$ cat src/rtl/hazard_if.sv
// Bundle of pipeline-side signals between the F/D/E/M/W datapath and hazard_ctrl.
// master = pipeline side, slave = hazard controller.
interface hazard_if #(
    parameter int CNT_W = 16
);
    logic [4:0]       rs1D, rs2D, rs1E, rs2E, rdE, rdM, rdW;
    logic             regwriteM, regwriteW, resultsrcE, pcsrcE;
    logic             mc_startE, mc_done;
    logic [1:0]       forwardAE, forwardBE;
    logic             stallF, stallD, stallE;
    logic             flushD, flushE, flushM;
    logic             mc_go, mc_error;
    logic [CNT_W-1:0] stall_cnt, flush_cnt;

    modport master (
        output rs1D, rs2D, rs1E, rs2E, rdE, rdM, rdW,
        output regwriteM, regwriteW, resultsrcE, pcsrcE, mc_startE, mc_done,
        input  forwardAE, forwardBE, stallF, stallD, stallE,
        input  flushD, flushE, flushM, mc_go, mc_error, stall_cnt, flush_cnt
    );

    modport slave (
        input  rs1D, rs2D, rs1E, rs2E, rdE, rdM, rdW,
        input  regwriteM, regwriteW, resultsrcE, pcsrcE, mc_startE, mc_done,
        output forwardAE, forwardBE, stallF, stallD, stallE,
        output flushD, flushE, flushM, mc_go, mc_error, stall_cnt, flush_cnt
    );
endinterface

$ cat src/rtl/hazard_ctrl.sv
// Hazard controller: E-stage forwarding, load-use bubble, branch flush and
// multi-cycle execute sequencing with timeout; saturating stall/flush counters.
//
// state   | meaning
// RUN     | normal issue; resolves branch flush, mc entry, load-use bubble
// MC_WAIT | pipeline frozen waiting for mc_done or timeout
module hazard_ctrl #(
    parameter int MC_TIMEOUT = 64,
    parameter int CNT_W      = 16
) (
    input logic      clk,
    input logic      rst,
    hazard_if.slave  hz
);
    localparam int TW = (MC_TIMEOUT > 2) ? $clog2(MC_TIMEOUT) : 1;
    localparam logic [TW-1:0]    T_LAST  = TW'(MC_TIMEOUT - 1);
    localparam logic [CNT_W-1:0] CNT_MAX = '1;

    typedef enum logic {RUN, MC_WAIT} state_t;

    state_t           state, state_n;
    logic [TW-1:0]    tcnt;
    logic             err;
    logic [CNT_W-1:0] stall_cnt, flush_cnt;

    logic [1:0] fwd_a, fwd_b;
    logic       lu, timeout_hit;
    logic       stall_f, stall_d, stall_e, flush_d, flush_e, flush_m, go;

    function automatic logic [1:0] fwd_sel(input logic [4:0] rs);
        if (hz.regwriteM && hz.rdM != 5'd0 && hz.rdM == rs)
            return 2'b10;
        else if (hz.regwriteW && hz.rdW != 5'd0 && hz.rdW == rs)
            return 2'b01;
        else
            return 2'b00;
    endfunction

    assign lu = hz.resultsrcE && hz.rdE != 5'd0 &&
                (hz.rdE == hz.rs1D || hz.rdE == hz.rs2D);

    always_comb begin
        state_n     = state;
        timeout_hit = 1'b0;
        fwd_a       = 2'b00;
        fwd_b       = 2'b00;
        stall_f     = 1'b0;
        stall_d     = 1'b0;
        stall_e     = 1'b0;
        flush_d     = 1'b0;
        flush_e     = 1'b0;
        flush_m     = 1'b0;
        go          = 1'b0;
        // Everything is held quiet while reset is asserted.
        if (rst) begin
            fwd_a = fwd_sel(hz.rs1E);
            fwd_b = fwd_sel(hz.rs2E);
            case (state)
                RUN: begin
                    if (hz.pcsrcE) begin
                        flush_d = 1'b1;
                        flush_e = 1'b1;
                    end else if (hz.mc_startE) begin
                        go      = 1'b1;
                        stall_f = 1'b1;
                        stall_d = 1'b1;
                        stall_e = 1'b1;
                        flush_m = 1'b1;
                        state_n = MC_WAIT;
                    end else if (lu) begin
                        stall_f = 1'b1;
                        stall_d = 1'b1;
                        flush_e = 1'b1;
                    end
                end
                MC_WAIT: begin
                    if (hz.mc_done) begin
                        state_n = RUN;
                    end else if (tcnt == T_LAST) begin
                        timeout_hit = 1'b1;
                        state_n     = RUN;
                    end else begin
                        stall_f = 1'b1;
                        stall_d = 1'b1;
                        stall_e = 1'b1;
                        flush_m = 1'b1;
                    end
                end
                default: state_n = RUN;
            endcase
        end
    end

    always_ff @(posedge clk) begin
        if (!rst) begin
            state     <= RUN;
            tcnt      <= '0;
            err       <= 1'b0;
            stall_cnt <= '0;
            flush_cnt <= '0;
        end else begin
            state <= state_n;
            if (state == RUN && state_n == MC_WAIT)
                tcnt <= TW'(1);
            else if (state == MC_WAIT && state_n == MC_WAIT)
                tcnt <= tcnt + TW'(1);
            else
                tcnt <= '0;
            if (timeout_hit)
                err <= 1'b1;
            if (stall_f && stall_cnt != CNT_MAX)
                stall_cnt <= stall_cnt + CNT_W'(1);
            if ((flush_d || flush_e) && flush_cnt != CNT_MAX)
                flush_cnt <= flush_cnt + CNT_W'(1);
        end
    end

    assign hz.forwardAE = fwd_a;
    assign hz.forwardBE = fwd_b;
    assign hz.stallF    = stall_f;
    assign hz.stallD    = stall_d;
    assign hz.stallE    = stall_e;
    assign hz.flushD    = flush_d;
    assign hz.flushE    = flush_e;
    assign hz.flushM    = flush_m;
    assign hz.mc_go     = go;
    assign hz.mc_error  = err;
    assign hz.stall_cnt = stall_cnt;
    assign hz.flush_cnt = flush_cnt;
endmodule
$ cat src/flat_wrapper.sv
// flat-port wrapper written by rule: the top's interface ports become plain ports
module hazard_ctrl_flat 
#(
    parameter int MC_TIMEOUT = 64,
    parameter int CNT_W      = 16
)
  (clk, rst, hz_rs1D, hz_rs2D, hz_rs1E, hz_rs2E, hz_rdE, hz_rdM, hz_rdW, hz_regwriteM, hz_regwriteW, hz_resultsrcE, hz_pcsrcE, hz_mc_startE, hz_mc_done, hz_forwardAE, hz_forwardBE, hz_stallF, hz_stallD, hz_stallE, hz_flushD, hz_flushE, hz_flushM, hz_mc_go, hz_mc_error, hz_stall_cnt, hz_flush_cnt);
  hazard_if #(.CNT_W(CNT_W)) hz_i ();
  input logic clk;
  input logic rst;
  input wire logic [$bits(hz_i.rs1D)-1:0] hz_rs1D;
  input wire logic [$bits(hz_i.rs2D)-1:0] hz_rs2D;
  input wire logic [$bits(hz_i.rs1E)-1:0] hz_rs1E;
  input wire logic [$bits(hz_i.rs2E)-1:0] hz_rs2E;
  input wire logic [$bits(hz_i.rdE)-1:0] hz_rdE;
  input wire logic [$bits(hz_i.rdM)-1:0] hz_rdM;
  input wire logic [$bits(hz_i.rdW)-1:0] hz_rdW;
  input wire logic [$bits(hz_i.regwriteM)-1:0] hz_regwriteM;
  input wire logic [$bits(hz_i.regwriteW)-1:0] hz_regwriteW;
  input wire logic [$bits(hz_i.resultsrcE)-1:0] hz_resultsrcE;
  input wire logic [$bits(hz_i.pcsrcE)-1:0] hz_pcsrcE;
  input wire logic [$bits(hz_i.mc_startE)-1:0] hz_mc_startE;
  input wire logic [$bits(hz_i.mc_done)-1:0] hz_mc_done;
  output wire logic [$bits(hz_i.forwardAE)-1:0] hz_forwardAE;
  output wire logic [$bits(hz_i.forwardBE)-1:0] hz_forwardBE;
  output wire logic [$bits(hz_i.stallF)-1:0] hz_stallF;
  output wire logic [$bits(hz_i.stallD)-1:0] hz_stallD;
  output wire logic [$bits(hz_i.stallE)-1:0] hz_stallE;
  output wire logic [$bits(hz_i.flushD)-1:0] hz_flushD;
  output wire logic [$bits(hz_i.flushE)-1:0] hz_flushE;
  output wire logic [$bits(hz_i.flushM)-1:0] hz_flushM;
  output wire logic [$bits(hz_i.mc_go)-1:0] hz_mc_go;
  output wire logic [$bits(hz_i.mc_error)-1:0] hz_mc_error;
  output wire logic [$bits(hz_i.stall_cnt)-1:0] hz_stall_cnt;
  output wire logic [$bits(hz_i.flush_cnt)-1:0] hz_flush_cnt;
  assign hz_i.rs1D = hz_rs1D;
  assign hz_i.rs2D = hz_rs2D;
  assign hz_i.rs1E = hz_rs1E;
  assign hz_i.rs2E = hz_rs2E;
  assign hz_i.rdE = hz_rdE;
  assign hz_i.rdM = hz_rdM;
  assign hz_i.rdW = hz_rdW;
  assign hz_i.regwriteM = hz_regwriteM;
  assign hz_i.regwriteW = hz_regwriteW;
  assign hz_i.resultsrcE = hz_resultsrcE;
  assign hz_i.pcsrcE = hz_pcsrcE;
  assign hz_i.mc_startE = hz_mc_startE;
  assign hz_i.mc_done = hz_mc_done;
  assign hz_forwardAE = hz_i.forwardAE;
  assign hz_forwardBE = hz_i.forwardBE;
  assign hz_stallF = hz_i.stallF;
  assign hz_stallD = hz_i.stallD;
  assign hz_stallE = hz_i.stallE;
  assign hz_flushD = hz_i.flushD;
  assign hz_flushE = hz_i.flushE;
  assign hz_flushM = hz_i.flushM;
  assign hz_mc_go = hz_i.mc_go;
  assign hz_mc_error = hz_i.mc_error;
  assign hz_stall_cnt = hz_i.stall_cnt;
  assign hz_flush_cnt = hz_i.flush_cnt;
  hazard_ctrl #(.MC_TIMEOUT(MC_TIMEOUT), .CNT_W(CNT_W)) u_core (.clk(clk), .rst(rst), .hz(hz_i));
endmodule
$ cat config.mk
export PLATFORM = sky130hd
export DESIGN_NAME = hazard_ctrl_flat
export DESIGN_NICKNAME = d
export VERILOG_FILES = /design/src/rtl/hazard_if.sv /design/src/rtl/hazard_ctrl.sv /design/src/flat_wrapper.sv
export SDC_FILE = /design/constraint.sdc
export NUM_CORES = 1
export LEC_CHECK = 0
export BUFFER_PORTS_ARGS = -buffer_cell sky130_fd_sc_hd__buf_2
export CORE_MARGIN = 2
export CORE_UTILIZATION = 55
export CTS_BUF_LIST = sky130_fd_sc_hd__clkbuf_8
export CTS_CLUSTER_DIAMETER = 50
export CTS_CLUSTER_SIZE = 8
export DETAILED_ROUTE_END_ITERATION = 10
export GPL_TIMING_DRIVEN = 0
export PLACE_DENSITY = 0.94
export SKIP_LAST_GASP = 1
export SLEW_MARGIN = 15
export SYNTH_ARGS = -nofsm -noshare
export SYNTH_HDL_FRONTEND = slang
export SYNTH_SLANG_ARGS = --single-unit
$ cat constraint.sdc
create_clock -name clk -period 5.25 [get_ports clk]
set_input_delay 1.05 -clock clk [delete_from_list [all_inputs] [get_ports clk]]
set_output_delay 1.05 -clock clk [all_outputs]
set_load 0.01 [all_outputs]
Word-level counts from Yosys, hierarchy flattened
Cells that the tools add are included.
Storage, ports and cells
  register bits after elaboration: 40
  output and inout bits: 44
  word-level logic and storage cells: 72
Operators by class
  equality and inequality tests: 9
  reduce and logical (&&, ||, !) cells: 18
  add/subtract/negate cells: 3
  bitwise operators: 3
  multiplexer cells: 33
Operators by type and width (number)
  adder 16 x 1 -> 16 bit (second input constant): 2
  inequality test 16 bit (second input constant): 2
  == test 5 bit: 6
  two-way mux 1 bit: 27
  nonzero test 5 bit: 3
  logical AND 1 bit: 12
  two-way mux 2 bit: 4
  adder 6 x 1 -> 6 bit (second input constant): 1
  == test 6 bit (second input constant): 1
  case mux 1 bit (2 select lines): 2
  NOT 1 bit: 3
  OR reduction 3 bit: 1
  logical OR 1 bit: 2

Depth between registers and ports, before layout
  depth after elaboration: 10
  depth in mapped cells: 10
  depth with buffers taken out: 7

Worst setup path before layout
OpenSTA, ideal clock, no wires.
  path type: input to output
  from: in hz_rdM[0]
  to: out hz_forwardAE[0]
  slack: 1.908 ns
  cell stages on the path: 4
  data arrival time: 2.292 ns
  data required time: 4.200 ns
  path through: or4_1 o21ai_0 nor4_1 nor4_1
On the way
  cells in the longest elaborated chain, start to end: 5
  elaborated cells between the ends (all ways): 6
  classes of those cells: eq/ne: 1; mux: 2; reduce/logical: 3
RTL lines
  start, declared: RTL line flat_wrapper.sv:16  | input wire logic [$bits(hz_i.rdM)-1:0] hz_rdM;
  nonzero test 5 bit: RTL line hazard_ctrl.sv:31  | if (hz.regwriteM && hz.rdM != 5'd0 && hz.rdM == rs)
  logical AND 1 bit: RTL line hazard_ctrl.sv:31
  logical AND 1 bit *: RTL line hazard_ctrl.sv:31
  two-way mux 2 bit *: RTL line hazard_ctrl.sv:31
  two-way mux 2 bit *: RTL line hazard_ctrl.sv:55  | if (rst) begin
  end, declared: RTL line flat_wrapper.sv:24  | output wire logic [$bits(hz_i.forwardAE)-1:0] hz_forwardAE;
Every way passes the cells marked *; elsewhere a longest branch is shown, timed or not.

Worst setup path in the final report
  from: in hz_rdE[0]
  to: out hz_stallF
On the way
  cells in the longest elaborated chain, start to end: 8
  elaborated cells between the ends (all ways): 11
  classes of those cells: eq/ne: 2; mux: 5; reduce/logical: 4
RTL lines
  start, declared: RTL line flat_wrapper.sv:15  | input wire logic [$bits(hz_i.rdE)-1:0] hz_rdE;
  == test 5 bit or nonzero test 5 bit (tied branches): RTL line hazard_ctrl.sv:40, hazard_ctrl.sv:39
  logical OR 1 bit or logical AND 1 bit (tied branches): RTL line hazard_ctrl.sv:40, hazard_ctrl.sv:39
  logical AND 1 bit *: RTL line hazard_ctrl.sv:39  | assign lu = hz.resultsrcE && hz.rdE != 5'd0 &&
  two-way mux 1 bit *: RTL line hazard_ctrl.sv:70  | end else if (lu) begin
  two-way mux 1 bit *: RTL line hazard_ctrl.sv:63  | end else if (hz.mc_startE) begin
  two-way mux 1 bit *: RTL line hazard_ctrl.sv:60  | if (hz.pcsrcE) begin
  case mux 1 bit (2 select lines) *: RTL line hazard_ctrl.sv:58  | case (state)
  two-way mux 1 bit *: RTL line hazard_ctrl.sv:55
  end, declared: RTL line flat_wrapper.sv:26  | output wire logic [$bits(hz_i.stallF)-1:0] hz_stallF;
Marked as above.

==> summary.txt <==
Outcome
  • Status: finished clean

Floorplan
  • Core ar.: 4290 µm²
  • Die X: 70.3 µm
  • DIE AREA: 4940 µm²
  • Initial Util: 56.3%
  • Site Rows: 24
  • Die Y-Extent: 70.3 µm
  • Ports: 87

Logic synthesis
  • Gate Count Post-Synth: 283
  • Yosys reg bits: 40
  • Mean Syn Cell Area: 8.54 µm²
  • Synth warnings: 0
  • Register area share after synthesis: 33.1%
  • Syn_nets: 329
  • Cell area after synthesis: 2420 µm²
  • Leading post-synthesis cells by cell area: dfxtp_1, xnor2_1, xor2_1, o31ai_1, a21oi_1
  • Yosys top cell by area: dfxtp_1
  • Synth cell types: 51
  • Synth top area share: 33.1%

Pwr
  • Worst vdd ir: 0.114 mV
  • Pwr dens: 204 nW/µm²
  • Total power: 0.611 mW
  • Pleak: 1.25 nW

GRT
  • Overflow after GRT: 0
  • Initial antenna violation count: 0
  • GRT Total Usage: 25.1%
  • Largest net degree at the start of global routing: 12
  • Number of global-route vias before repair: 2,316
  • First-pass GRT wire length: 10.0 mm

Worst setup path
  • Critical Path RT: 4.20 ns
  • CP dominant cell by count: buf_2
  • Worst-path maximum fanout: 5
  • Crit path from: hz_rdE[0]
  • Critical path type: in2out
  • CP Cell Sequence: buf_2 > or4_4 > o21ai_2 > a2111oi_2 > a21o_1 > buf_4 > buf_2
  • Crit path DAT: 2.54 ns
  • CP peak stage delay: 0.54 ns
  • CP Launch Type: input port
  • CP Capture Type: output pin
  • Worst r2r src: u_core.hz.stall_cnt[0]$_SDFFE_PN0P_
  • Crit-path slowest cell: or4_4

Routing
  • Routed len/inst: 14.5 µm
  • Iteration-0 DRC Markers: 124
  • Post-DRT Antenna Nets: 0
  • Routed WL: 6.22 mm
  • Via count: 2,534
  • Drt pass-1 iters: 4
  • DRC Markers: 0
  • Via-to-Cell Ratio: 5.92

Cells and area
  • Most common cell after layout, fill and taps aside: buf_2
  • FF+latch area: 801 µm²
  • Most frequent cells in the layout: buf_2, dfxtp_1, nand2_1, nand3_1, a21oi_1
  • Diode count: 0
  • Design area: 3000 µm²
  • Share of cells above drive strength 1: 29.5%
  • Filler cell count: 356
  • Area growth from synthesis to layout: 24.0%
  • # nets final: 421
  • Multi-input logic area: 1480 µm²
  • Core Util, Final: 69.8%
  • Fin cells: 428

STA
  • Final period util: 68.4%
  • Unrepaired setup endpoints after global routing: false
  • Max Slew Vio Count: 0
  • Fin Setup TNS: 0 ns
  • Hold Fails Final Rpt: 0
  • Clk_skew: 0.00557 ns
  • Worst-Margin Slew: 0.567 ns
  • Min cycle time layout: 3.59 ns
  • Setup violators final: 0
  • Hold_ws: 0.488 ns
  • Relative slew slack: 62.2%
  • Fmax: 0.278 GHz
  • Worst setup margin: 1.66 ns

CTS
  • H-tree depth: 2
  • Post-cts sizing count: 0
  • CTS tree: yes
  • Max clock buf depth: 2
  • CTS sink count: 40
  • Clk root buf: clkbuf_8
  • CTS Hold Buffers Added: 0
  • Clk slew on worst S/H paths: 0.07 ns
  • Post-CTS setup buffer count: 0
  • Skew-Pair Late Insertion Delay: 0.30 ns
  • CTS Buf Count: 5

Place
  • Port Buffers: 85
  • Gpl congestion: 0.836
  • Area after DPL: 2910 µm²
  • Cells after DPL: 420
  • DP HPWL: 4.68 mm
  • Place WS: 1.67 ns

Job
  • Max-Cap Viols: 0

Worst hold path
  • Hold_sp: u_core.tcnt[0]$_SDFF_PN0_
  • Worst hold path type: reg2reg
==> per-layer routing <==
layer | vias up | track usage [%] | wire [µm] | part of all wire, %
li1 | 1240 | - | - | -
met1 | 1172 | 27.1 | 2390 | 38
met2 | 110 | 45.6 | 3230 | 52
met3 | 12 | 6.35 | 491 | 7.9
met4 | 0 | 11.1 | 104 | 1.7
met5 | - | 0 | 0 | 0
==> cells in the mapped netlist (all sizes together) <==
library cell	n
buf	9
nor3b	1
xor2	17
o31a	1
and3	6
dfxtp	40
a2111oi	1
nor3	2
a21oi	21
inv	8
a31oi	2
a32oi	1
or2	1
ha	3
or4	13
nor2b	1
nand3b	1
a211oi	1
o211ai	7
nand4	8
o31ai	14
nand3	21
nand2b	2
xnor2	18
nor4	6
o2111ai	1
nor2	12
and4	1
a21o	1
o22ai	1
nor4b	1
clkbuf	6
o21ai	14
or3	10
mux2i	4
o21a	2
and2	4
nand2	21
==> flip-flops by register name, indices dropped and copies added (netlist names) <==
register and count:
u_core.hz.stall_cnt 16, u_core.state 1, u_core.tcnt 6, u_core.hz.mc_error 1, u_core.hz.flush_cnt 16
==> cell families after synthesis <==
logic type | after synthesis | share of synthesized area (%)
simple gates | 111 | 25.8
compound gates | 67 | 19.4
flops | 40 | 33.1
xor+xnor | 35 | 12.7
buf+inv | 23 | 5.75
mux | 4 | 1.66
fa+ha+maj | 3 | 1.55
==> final cells by class <==
| type | instances | area share [%] |
|---|---|---|
| plain buffers | 15 | 3.63 |
| clock buffers | 6 | 2.76 |
| well taps | 52 | 2.17 |
| inverters | 8 | 1.00 |
| multi-input cells | 220 | 49.3 |
| repair buffers | 85 | 14.2 |
| flip-flops and latches | 40 | 26.7 |
| clock inverters | 2 | 0.251 |
==> final timing paths <==
| check | end | slack [ns] | cells past startpoint |
|---|---|---|---|
| worst max register to register | u_core.hz.stall_cnt[1]$_SDFFE_PN0P_ | 2.82 | 10 |
| worst min register to register | u_core.tcnt[0]$_SDFF_PN0_ | 0.49 | 1 |
| worst max-delay path | hz_stallF | 1.66 | 7 |
| worst min-delay path | u_core.tcnt[0]$_SDFF_PN0_ | 0.49 | 1 |
==> critical path: cells and delay by family <==
kind | cells | cell delay (ns)
buf+inv | 3 | 0.41
compound gates | 3 | 0.56
simple gates | 1 | 0.54
==> power breakdown <==
group / total, mW / internal (mW) / switching [mW]
Sequential: 0.309 / 0.306 / 0.00319
Combinational: 0.0955 / 0.0438 / 0.0518
Clock: 0.206 / 0.103 / 0.103
Total: 0.611 / 0.453 / 0.158
No activity file was read; power rests on OpenSTA's default activity.
